**src/rtl/multicycle_ctrl.sv**
```systemverilog
// Main control FSM of the 16-bit multicycle core.
// Sequences fetch/decode/execute/memory/writeback and drives datapath selects.
//
// Ports:
//   clk        core clock, rising edge
//   rst        synchronous reset, active-low
//   opcode     IR[15:12], looked at only in DECODE and MEM_ADDR
//   zero       ALU zero flag (same cycle)
//   mem_ready  memory access completes this cycle
//   pc_write, ir_write, mem_write, reg_write   datapath write strobes
//   mem_read, iord, reg_dst                    memory / register controls
//   alu_src_a, alu_src_b, alu_op, pc_src, mem_to_reg   mux selects
//   state      current state (debug)
//   instr_done last cycle of an instruction
//   illegal    one-cycle pulse on an undefined opcode
//   halted     high while in HALT
module multicycle_ctrl #(
    parameter int OPW = 4,
    parameter int STW = 4
) (
    input  logic           clk,
    input  logic           rst,
    input  logic [OPW-1:0] opcode,
    input  logic           zero,
    input  logic           mem_ready,
    output logic           pc_write,
    output logic           ir_write,
    output logic           mem_read,
    output logic           mem_write,
    output logic           iord,
    output logic           reg_write,
    output logic           reg_dst,
    output logic [1:0]     alu_src_a,
    output logic [1:0]     alu_src_b,
    output logic [2:0]     alu_op,
    output logic [1:0]     pc_src,
    output logic [1:0]     mem_to_reg,
    output logic [STW-1:0] state,
    output logic           instr_done,
    output logic           illegal,
    output logic           halted
);

    typedef enum logic [3:0] {
        FETCH    = 4'd0,
        DECODE   = 4'd1,
        EXEC_R   = 4'd2,
        EXEC_I   = 4'd3,
        MEM_ADDR = 4'd4,
        MEM_RD   = 4'd5,
        MEM_WR   = 4'd6,
        WB_R     = 4'd7,
        WB_I     = 4'd8,
        WB_MEM   = 4'd9,
        BRANCH   = 4'd10,
        JUMP     = 4'd11,
        HALT     = 4'd12
    } state_t;

    localparam logic [OPW-1:0] OP_R    = OPW'(0);
    localparam logic [OPW-1:0] OP_ADDI = OPW'(1);
    localparam logic [OPW-1:0] OP_LW   = OPW'(2);
    localparam logic [OPW-1:0] OP_SW   = OPW'(3);
    localparam logic [OPW-1:0] OP_BEQ  = OPW'(4);
    localparam logic [OPW-1:0] OP_JMP  = OPW'(5);
    localparam logic [OPW-1:0] OP_HALT = {OPW{1'b1}};

    localparam logic [2:0] ALU_ADD = 3'b000;
    localparam logic [2:0] ALU_SUB = 3'b001;
    localparam logic [2:0] ALU_FN  = 3'b010;

    // Pure Moore part of the output set; registered alongside state.
    typedef struct packed {
        logic       mem_read;
        logic       mem_write;
        logic       iord;
        logic       reg_write;
        logic       reg_dst;
        logic [1:0] alu_src_a;
        logic [1:0] alu_src_b;
        logic [2:0] alu_op;
        logic [1:0] pc_src;
        logic [1:0] mem_to_reg;
        logic       done;
        logic       halted;
    } ctl_t;

    state_t cur;
    state_t nxt;
    ctl_t   ctl;
    logic   op_legal;

    function automatic ctl_t decode(input state_t s);
        ctl_t c;
        c = '0;
        c.alu_op = ALU_ADD;
        case (s)
            FETCH: begin
                c.mem_read  = 1'b1;
                c.alu_src_b = 2'b01;
            end
            DECODE: begin
                c.alu_src_b = 2'b10;
            end
            EXEC_R: begin
                c.alu_src_a = 2'b01;
                c.alu_op    = ALU_FN;
            end
            EXEC_I, MEM_ADDR: begin
                c.alu_src_a = 2'b01;
                c.alu_src_b = 2'b10;
            end
            MEM_RD: begin
                c.mem_read = 1'b1;
                c.iord     = 1'b1;
            end
            MEM_WR: begin
                c.mem_write = 1'b1;
                c.iord      = 1'b1;
            end
            WB_R: begin
                c.reg_write = 1'b1;
                c.done      = 1'b1;
            end
            WB_I: begin
                c.reg_write = 1'b1;
                c.reg_dst   = 1'b1;
                c.done      = 1'b1;
            end
            WB_MEM: begin
                c.reg_write  = 1'b1;
                c.reg_dst    = 1'b1;
                c.mem_to_reg = 2'b01;
                c.done       = 1'b1;
            end
            BRANCH: begin
                c.alu_src_a = 2'b01;
                c.alu_op    = ALU_SUB;
                c.pc_src    = 2'b01;
                c.done      = 1'b1;
            end
            JUMP: begin
                c.pc_src = 2'b10;
                c.done   = 1'b1;
            end
            HALT: begin
                c.halted = 1'b1;
            end
            default: begin
                c = '0;
            end
        endcase
        return c;
    endfunction

    assign op_legal = (opcode == OP_R)    ||
                      (opcode == OP_ADDI) ||
                      (opcode == OP_LW)   ||
                      (opcode == OP_SW)   ||
                      (opcode == OP_BEQ)  ||
                      (opcode == OP_JMP)  ||
                      (opcode == OP_HALT);

    always_comb begin
        nxt = cur;
        case (cur)
            FETCH: begin
                if (mem_ready) nxt = DECODE;
            end
            DECODE: begin
                unique case (1'b1)
                    opcode == OP_R:    nxt = EXEC_R;
                    opcode == OP_ADDI: nxt = EXEC_I;
                    opcode == OP_LW:   nxt = MEM_ADDR;
                    opcode == OP_SW:   nxt = MEM_ADDR;
                    opcode == OP_BEQ:  nxt = BRANCH;
                    opcode == OP_JMP:  nxt = JUMP;
                    opcode == OP_HALT: nxt = HALT;
                    default:           nxt = FETCH;
                endcase
            end
            EXEC_R:   nxt = WB_R;
            EXEC_I:   nxt = WB_I;
            MEM_ADDR: nxt = (opcode == OP_SW) ? MEM_WR : MEM_RD;
            MEM_RD: begin
                if (mem_ready) nxt = WB_MEM;
            end
            MEM_WR: begin
                if (mem_ready) nxt = FETCH;
            end
            WB_R, WB_I, WB_MEM: nxt = FETCH;
            BRANCH, JUMP:       nxt = FETCH;
            HALT:               nxt = HALT;
            default:            nxt = FETCH;
        endcase
    end

    // Moore outputs are precomputed from the next state so they
    // change together with the state register.
    always_ff @(posedge clk) begin
        if (!rst) begin
            cur <= FETCH;
            ctl <= decode(FETCH);
        end else begin
            cur <= nxt;
            ctl <= decode(nxt);
        end
    end

    assign state      = STW'(cur);
    assign mem_read   = ctl.mem_read;
    assign iord       = ctl.iord;
    assign reg_dst    = ctl.reg_dst;
    assign alu_src_a  = ctl.alu_src_a;
    assign alu_src_b  = ctl.alu_src_b;
    assign alu_op     = ctl.alu_op;
    assign pc_src     = ctl.pc_src;
    assign mem_to_reg = ctl.mem_to_reg;
    assign halted     = ctl.halted;

    // Strobes are forced low while reset is held, independent of state.
    assign pc_write  = rst & (((cur == FETCH) & mem_ready) |
                              ((cur == BRANCH) & zero) |
                              (cur == JUMP));
    assign ir_write  = rst & (cur == FETCH) & mem_ready;
    assign mem_write = rst & ctl.mem_write;
    assign reg_write = rst & ctl.reg_write;

    assign illegal    = rst & (cur == DECODE) & ~op_legal;
    assign instr_done = rst & (ctl.done |
                               ((cur == MEM_WR) & mem_ready) |
                               ((cur == DECODE) & ~op_legal));

endmodule

```
**config.mk**
```make
export PLATFORM = sky130hd
export DESIGN_NAME = multicycle_ctrl
export DESIGN_NICKNAME = d
export VERILOG_FILES = /design/src/rtl/multicycle_ctrl.sv
export SDC_FILE = /design/constraint.sdc
export NUM_CORES = 1
export LEC_CHECK = 0
export CAP_MARGIN = 15
export CORE_MARGIN = 8
export CORE_UTILIZATION = 45
export CTS_CLUSTER_SIZE = 40
export DETAILED_ROUTE_END_ITERATION = 6
export GPL_TIMING_DRIVEN = 0
export HOLD_SLACK_MARGIN = 0.1
export PLACE_DENSITY = 0.82
export SETUP_SLACK_MARGIN = 0.1
export SYNTH_ARGS = -nofsm -noshare
export SYNTH_HDL_FRONTEND = slang
export SYNTH_SLANG_ARGS = --single-unit
```
**constraint.sdc**
```tcl
create_clock -name clk -period 4.4 [get_ports clk]
set_input_delay 0.66 -clock clk [delete_from_list [all_inputs] [get_ports clk]]
set_output_delay 0.66 -clock clk [all_outputs]
set_load 0.005 [all_outputs]
```
* After elaboration in Yosys (flattened, before gate mapping) *
Index checks and enable logic that the tools add are counted.

word-level totals
  bits of input ports = 8
  flip-flop bits (word level) = 22
  logic and storage cells = 92
  output and inout bits = 25

cells by class
  bitwise gates (word level) = 17
  equal/unequal tests = 27
  mux-type cells = 18
  reduce and logical (&&, ||, !) cells = 17

operators with widths
  operator              number
  $eq A4 B3 Y1 const B  9
  $eq A4 B4 Y1 const B  9
  $pmux W4 S8           1
  $eq A4 B2 Y1 const B  6
  $pmux W4 S6           1
  $and A1 B1 Y1         12
  $eq A4 B1 Y1 const B  3
  $logic_not A4 Y1      3
  $mux W4               3
  $pmux W2 S2           3
  $mux W1               9
  $reduce_or A2 Y1      4
  $logic_or A1 B1 Y1    6
  $reduce_or A3 Y1      2
  $reduce_or A5 Y1      1
  $or A1 B1 Y1          4
  $reduce_or A4 Y1      1
  $mux W2               1
  $not A1 Y1            1

* Logic depth before layout (Yosys ltp) *
Gate-level depths: netlist (run 1).

  word-level depth = 11
  gate-level depth with buffers = 7
  gate-level depth less buffers = 5

* Least setup slack after synthesis (run 1) *
Ideal clock, no wire load.

  kind = register to output
  start = register cur[3], in the netlist state[3]
  end = output illegal
  stages on the path, launching flop included = 6
  slack = 2325 ps
  arrival = 1415 ps
  required time = 3740 ps
  buffers on the path = 1
  cells stage by stage = dfxtp_1 buf_6 or2_4 or3_1 a311oi_1 and2_1

between the ends
  longest elaborated chain between the ends = 3

RTL lines
  item                        line  RTL
  start: declaration          88    state_t cur;
  start signal: assignment    205   cur <= nxt;
  $eq A4 B1 Y1                229   assign illegal = rst & (cur == DECODE) & ~op_legal;
  $and A1 B1 Y1 (2 in a row)  229
  end: declaration            40    output logic illegal,

Every way passes these cells.

* Final worst setup path (run 1) *
  start = input opcode[1]
  end = output illegal

between the ends
  longest elaborated chain between the ends = 9
  elaborated cells on any way between the ends = 15
  classes of those cells = eq/ne: 6; bitwise: 2; reduce/logical: 7

RTL lines
  item                                                     line      RTL
  start: declaration                                       23        input logic [OPW-1:0] opcode,
  $eq A4 B1 Y1 / $logic_not A4 Y1 (equally long branches)  157, 156
  $logic_or A1 B1 Y1                                       156       assign op_legal = (opcode == OP_R) ||
  $logic_or A1 B1 Y1                                       157       (opcode == OP_ADDI) ||
  $logic_or A1 B1 Y1                                       158       (opcode == OP_LW) ||
  $logic_or A1 B1 Y1                                       159       (opcode == OP_SW) ||
  $logic_or A1 B1 Y1                                       160       (opcode == OP_BEQ) ||
  $logic_or A1 B1 Y1 (*)                                   161       (opcode == OP_JMP) ||
  $not A1 Y1 (*)                                           229
  $and A1 B1 Y1 (*)                                        229

Mark *: on every way between the ends. The rest lies on a longest branch, timed or not.

==> results of run 1 <==
==> cell type report <==
| type | instances | share of cell area (%) |
|---|---|---|
| buffer | 19 | 10.2 |
| clock buffer | 3 | 1.62 |
| inverter | 2 | 0.539 |
| multi-input combinational | 79 | 38.4 |
| sequential | 18 | 25.9 |
| tap | 28 | 2.52 |
| timing repair buffer | 29 | 20.8 |
==> kinds of logic after synthesis <==
logic type             after synthesis
flip-flops                          18
buffers and inverters               21
AO/OA/AOI/OAI                       26
multiplexers                         1
XOR/XNOR                             2
AND/OR/NAND/NOR                     47
other                                1
==> cell usage in the layout (no fill, tap or decap), types with 3 or more instances in the layout <==
| cell | instances |
|---|---|
| clkdlybuf4s50_1 | 29 |
| dfxtp_1 | 18 |
| nor2_1 | 14 |
| buf_4 | 12 |
| and2_1 | 6 |
| nand3_1 | 4 |
| o21ai_1 | 4 |
| buf_2 | 3 |
| buf_6 | 3 |
| nand2_1 | 3 |
| o21a_1 | 3 |
| o211a_1 | 3 |
| nand2b_1 | 3 |
| nor3_1 | 3 |
| conb_1 | 3 |
| clkbuf_4 | 3 |
==> worst register-to-register path: cells and delay by family, from the launching register on <==
kind                   cells  cell delay (ps)
buffers and inverters      2              490
AO/OA/AOI/OAI              3              540
AND/OR/NAND/NOR            2              400
flip-flops                 1              330
==> worst max-delay path by stage <==
| stage | endpoint | cells past startpoint | start | slack [ps] |
|---|---|---|---|---|
| floorplan | illegal | 5 | state[3]$_SDFF_PN0_ | 2320 |
| global placement | illegal | 5 | opcode[1] | 1320 |
| global route | illegal | 5 | opcode[1] | 1210 |
| finish | illegal | 5 | opcode[1] | 1360 |
| CTS | instr_done | 5 | opcode[1] | 1350 |
| detailed placement | instr_done | 5 | opcode[1] | 1360 |
==> power breakdown <==
| part | internal [mW] | total [mW] | switching, mW | leakage [nW] |
|---|---|---|---|---|
| Combinational | 0.0659 | 0.123 | 0.0570 | 0.418 |
| Clock | 0.0318 | 0.0760 | 0.0443 | 0.0138 |
| Sequential | 0.173 | 0.177 | 0.00385 | 0.146 |
==> synthesized netlist by cell type, types with 3 or more instances <==
master	number	area [µm²]
nand3_1	4	20.0
nand2_1	3	11.3
o21a_1	3	22.5
o21ai_1	4	20.0
o211a_1	3	30.0
buf_2	3	15.0
buf_6	3	33.8
buf_4	12	90.1
nor3_1	3	15.0
dfxtp_1	18	360
nor2_1	14	52.6
and2_1	6	37.5
nand2b_1	3	18.8
==> stage by stage <==
step | hold slack (ps) | worst slack [ps] | power (mW)
detailed placement | 804 | 1360 | 0.303
CTS | 821 | 1350 | 0.377
global route | 877 | 1210 | 0.401
global placement | 753 | 1320 | 0.299
floorplan | 723 | 2320 | 0.256
finish | 825 | 1360 | 0.376
==> routing by layer <==
layer / up-vias / global-route usage [%]
met5: - / 0
met3: 0 / 5.05
met4: 0 / 3.34
met1: 433 / 12.9
li1: 461 / -
met2: 28 / 21.7
==> impl_metrics.tcl, run 1 <==
set metrics [dict create \
    status "finished, final reports clean" \
    vias 922 \
    hold_start "state[3]$_SDFF_PN0_" \
    cts_inserted_buffers 3 \
    ant_nets 0 \
    holdPathStages 4 \
    yosys_most_used_dff "dfxtp_1" \
    hold_violations 0 \
    die_w_um 64.0 \
    worstPathBufferInverterCount 2 \
    r2r-start "state[0]$_SDFF_PN0_" \
    peakVddDrop_uv 246 \
    core_area_um2 2190 \
    via_per_inst 5.18 \
    ys_warn_count 0 \
    syn-mean-instance-area_um2 8.94 \
    hold_end "pc_src[1]$_SDFF_PN0_" \
    synth-compound-area-share_pct 19.5 \
    rows 17 \
    fin_setup_tns_ps 0 \
    synth_xor_area_share_pct 1.69 \
    critical_path.max_stage_delay_ps 500 \
    fillers 190 \
    synth-adder-area-share_pct 0 \
    pin_count 33 \
    cts_root_buffer "clkbuf_4" \
    routedWlPerCell_um 13.7 \
    async_flop_share_pct 0 \
    place_inst 175 \
    post-route-util_pct 63.6 \
    crit_type "primary input to primary output" \
    h-tree-depth 1 \
    p_leak_nw 0.579 \
    routed.top_layer "met3" \
    drt_pass1_iterations 4 \
    area_delta_synth_final_pct 34.3 \
    slowest_stage "clkdlybuf4s50_1" \
    cts.clk_slew.worst_paths_ps 80 \
    cts_resized 0 \
    synthSimpleGateAreaFrac_pct 28.2 \
    worst_clock_skew_ps 12.9 \
    met1_length_um 1000 \
    die_area_um2 4100 \
    die_height_um 64.0 \
    drcViolationCount 0 \
    r2r-end "alu_src_b[1]$_SDFF_PN0_" \
    cts_hold_buf 0 \
    dr_wl_met3_um 157 \
    grt_pass1_wl_um 4130 \
    worst_setup_path_end_kind "primary output" \
    synth_area_um2 1040 \
    final_cells 178 \
    overflow 0 \
    initialDrtViolationCount 32 \
    port_buffers 29 \
    largest_reg_flops 4 \
    yosysUniqueCellTypes 41 \
    cp.required_ps 3740 \
    drive_gt1_share_pct 19.3 \
    multiInputGateArea_um2 534 \
    rsz0062_at_grt "false" \
    r2r_slack_ps 2560 \
    finalSetupViolations 0 \
    clk_path_buf_depth 2 \
    ff_latch_area_um2 360 \
    seq_area_frac_synth_pct 34.7 \
    hp-class "flop to flop" \
    fin_crit_sh_pct 69.1 \
    grt_pass1_vias 900 \
    postCtsSetupBuffers 0 \
    cts_sinks 18 \
    clock.fmax_mhz 329 \
    grt_usage_pct 12.2 \
    placed_area_um2 1370 \
    maxCapViolCount 0 \
    synth_edf_count 0 \
    nets 160 \
    start_kind "primary input" \
    dr_wl_met2_um 1290 \
    synth_top_family_by_area "simple AND/OR/NAND/NOR gates" \
    antenna_found_initial 0 \
    slew_violations 0 \
    antenna_cells 0 \
    synthCells 116 \
    globalplace.congestion 0.748 \
    dp_hpwl_um 1900 \
    cts_tree "yes" \
    crit_chain "clkdlybuf4s50_1, and2_1, a311oi_1, and2_1, clkdlybuf4s50_1" \
    critical_path.top_delay_family "buffers and inverters" \
    ys_ff_latch 18 \
    ff2ff_path_depth 7 \
    grt_start_max_net_pins 11 \
    initial_core_util_pct 47.3 \
    drt-total-wl_um 2450 \
    worstSkewPairLatency_ps 290 \
    worstPathMaxFanout 5 \
    layout_min_cycle_time_ps 3040 \
    crit_arrival_ps 2380 \
    synth.area.mux_share_pct 0.965 \
    fin_area_um2 1390 \
    power_density_nw_per_um2 270 \
]
No activity file was read; power rests on OpenSTA's default activity.
==> inputs of run 2 (changes only) <==
clock period = 3.1 ns   (was 4.4 ns; I/O delays follow)
==> results of run 2 <==
The final DEF is identical to that of run 1. Status: finished, final reports clean.
Main changes from that run: setup slack after placement 1360 ps -> 453 ps; setup slack after layout 1360 ps -> 297 ps; start point of the critical path opcode[1] -> state[2]$_SDFF_PN0_; register-to-register setup slack 2560 ps -> 1260 ps; total power 0.376 mW -> 0.533 mW; worst IR drop on VDD 246 µV -> 350 µV
==> inputs of run 3 (changes only) <==
PLACE_DENSITY = default   (was 0.82)
PLACE_DENSITY_LB_ADDON = 0.3   (was default)
==> impl_metrics.tcl, run 3 (synthesis results as in run 1) <==
set metrics [dict create \
    mostFrequentLayoutCells "clkdlybuf4s50_1 (29), dfxtp_1 (18), nor2_1 (14)" \
    slew_violations 0 \
    swShare_pct 27.9 \
    power_density_nw_per_um2 381 \
    grt_pass1_wl_um 4010 \
    rows 17 \
    nets 160 \
    fillers 189 \
    ant_nets 0 \
    hp-class "flop to flop" \
    worstPathMaxFanout 9 \
    p_leak_nw 0.579 \
    core_area_um2 2190 \
    cts_sinks 18 \
    antenna_cells 0 \
    largest_reg_flops 4 \
    grt_start_max_net_pins 11 \
    area_delta_synth_final_pct 34.9 \
    layout_min_cycle_time_ps 2770 \
    place_inst 175 \
    post-route-util_pct 63.8 \
    die_area_um2 4100 \
    worstSkewPairLatency_ps 280 \
    via_per_inst 5.21 \
    p_comb_share_pct 32.8 \
    p_sw_mw 0.149 \
    drive_gt1_share_pct 20.0 \
    maxCapViolCount 0 \
    pin_count 33 \
    cts_hold_buf 0 \
    finalSetupViolations 0 \
    drt_pass1_iterations 4 \
    cts_inserted_buffers 3 \
    rsz0062_at_grt "false" \
    grt_usage_pct 11.6 \
    antenna_found_initial 0 \
    cts_root_buffer "clkbuf_4" \
    timing.hold.ws_ps 818 \
    initial_core_util_pct 47.3 \
    worst_clock_skew_ps 2.79 \
    grt_pass1_vias 890 \
    start_kind "flop" \
    placed_area_um2 1370 \
    hold_violations 0 \
    worst_slack_ps 327 \
    fin_area_um2 1400 \
    power_frac_clock_pct 20.2 \
    pre_cts_slack_ps 429 \
    initialDrtViolationCount 15 \
    die_height_um 64.0 \
    cp.required_ps 2630 \
    die_w_um 64.0 \
    port_buffers 29 \
    vias 927 \
    peakVddDrop_uv 305 \
    dr_wl_met2_um 1130 \
    drt-total-wl_um 2340 \
    drcViolationCount 0 \
    fin_crit_sh_pct 89.5 \
    ff2ff_path_depth 7 \
    worst_setup_path_end_kind "primary output" \
    dp_hpwl_um 1810 \
    crit_type "flop to primary output" \
    status "finished, final reports clean" \
    seqPwrFrac_pct 47.0 \
    clk_path_buf_depth 2 \
    layout_commonest_cell "clkdlybuf4s50_1" \
    crit_arrival_ps 2310 \
    routed.top_layer "met4" \
    final_cells 178 \
    cts.clk_slew.worst_paths_ps 90 \
    h-tree-depth 1 \
    intPower_mw 0.385 \
    globalplace.congestion 0.815 \
    dr_wl_met3_um 168 \
    power_mw 0.533 \
    routedWlPerCell_um 13.2 \
    holdPathStages 4 \
    fin_setup_tns_ps 0 \
    met1_length_um 1010 \
    cts_tree "yes" \
    clock.fmax_mhz 361 \
    overflow 0 \
]
==> run 3: layout make-up <==
type	count	area (µm²)	share of cell area, %
tap	28	35.0	2.50
buffer	19	143	10.2
clock buffer	3	22.5	1.61
timing repair buffer	29	290	20.8
sequential	18	360	25.8
multi-input combinational	79	541	38.6
inverter	2	7.51	0.537
==> run 3: layer usage <==
metal | up-vias | GRT usage (%)
met5 | - | 0
met4 | 0 | 3.06
met1 | 436 | 13.4
met2 | 27 | 19.1
li1 | 460 | -
met3 | 4 | 5.23
==> run 3: worst paths after layout <==
kind	slack (ps)	endpoint	start
max	330	instr_done	state[2]$_SDFF_PN0_
min	820	pc_src[1]$_SDFF_PN0_	state[3]$_SDFF_PN0_
max reg2reg	1230	alu_src_b[1]$_SDFF_PN0_	state[0]$_SDFF_PN0_
min reg2reg	820	pc_src[1]$_SDFF_PN0_	state[3]$_SDFF_PN0_
==> run 3: critical path, stage by stage, from the launching register on <==
cell,delay (ps)
dfxtp_1,310
buf_2,170
or2_4,260
or3_1,360
a311oi_2,240
o21a_1,170
clkdlybuf4s50_1,510
==> run 3: what timing repair did <==
action,in CTS,in global routing
resized for setup,0,1
setup endpoints to repair,0,1
buffers inserted,0,0
==> run 3: power by group through the flow <==
stage	Clock [mW]	Sequential, mW	Combinational [mW]
CTS	0.111	0.251	0.174
finish	0.108	0.251	0.175
detailed placement	0	0.256	0.173
global placement	0	0.256	0.170
global route	0.124	0.252	0.192
floorplan	0	0.257	0.107
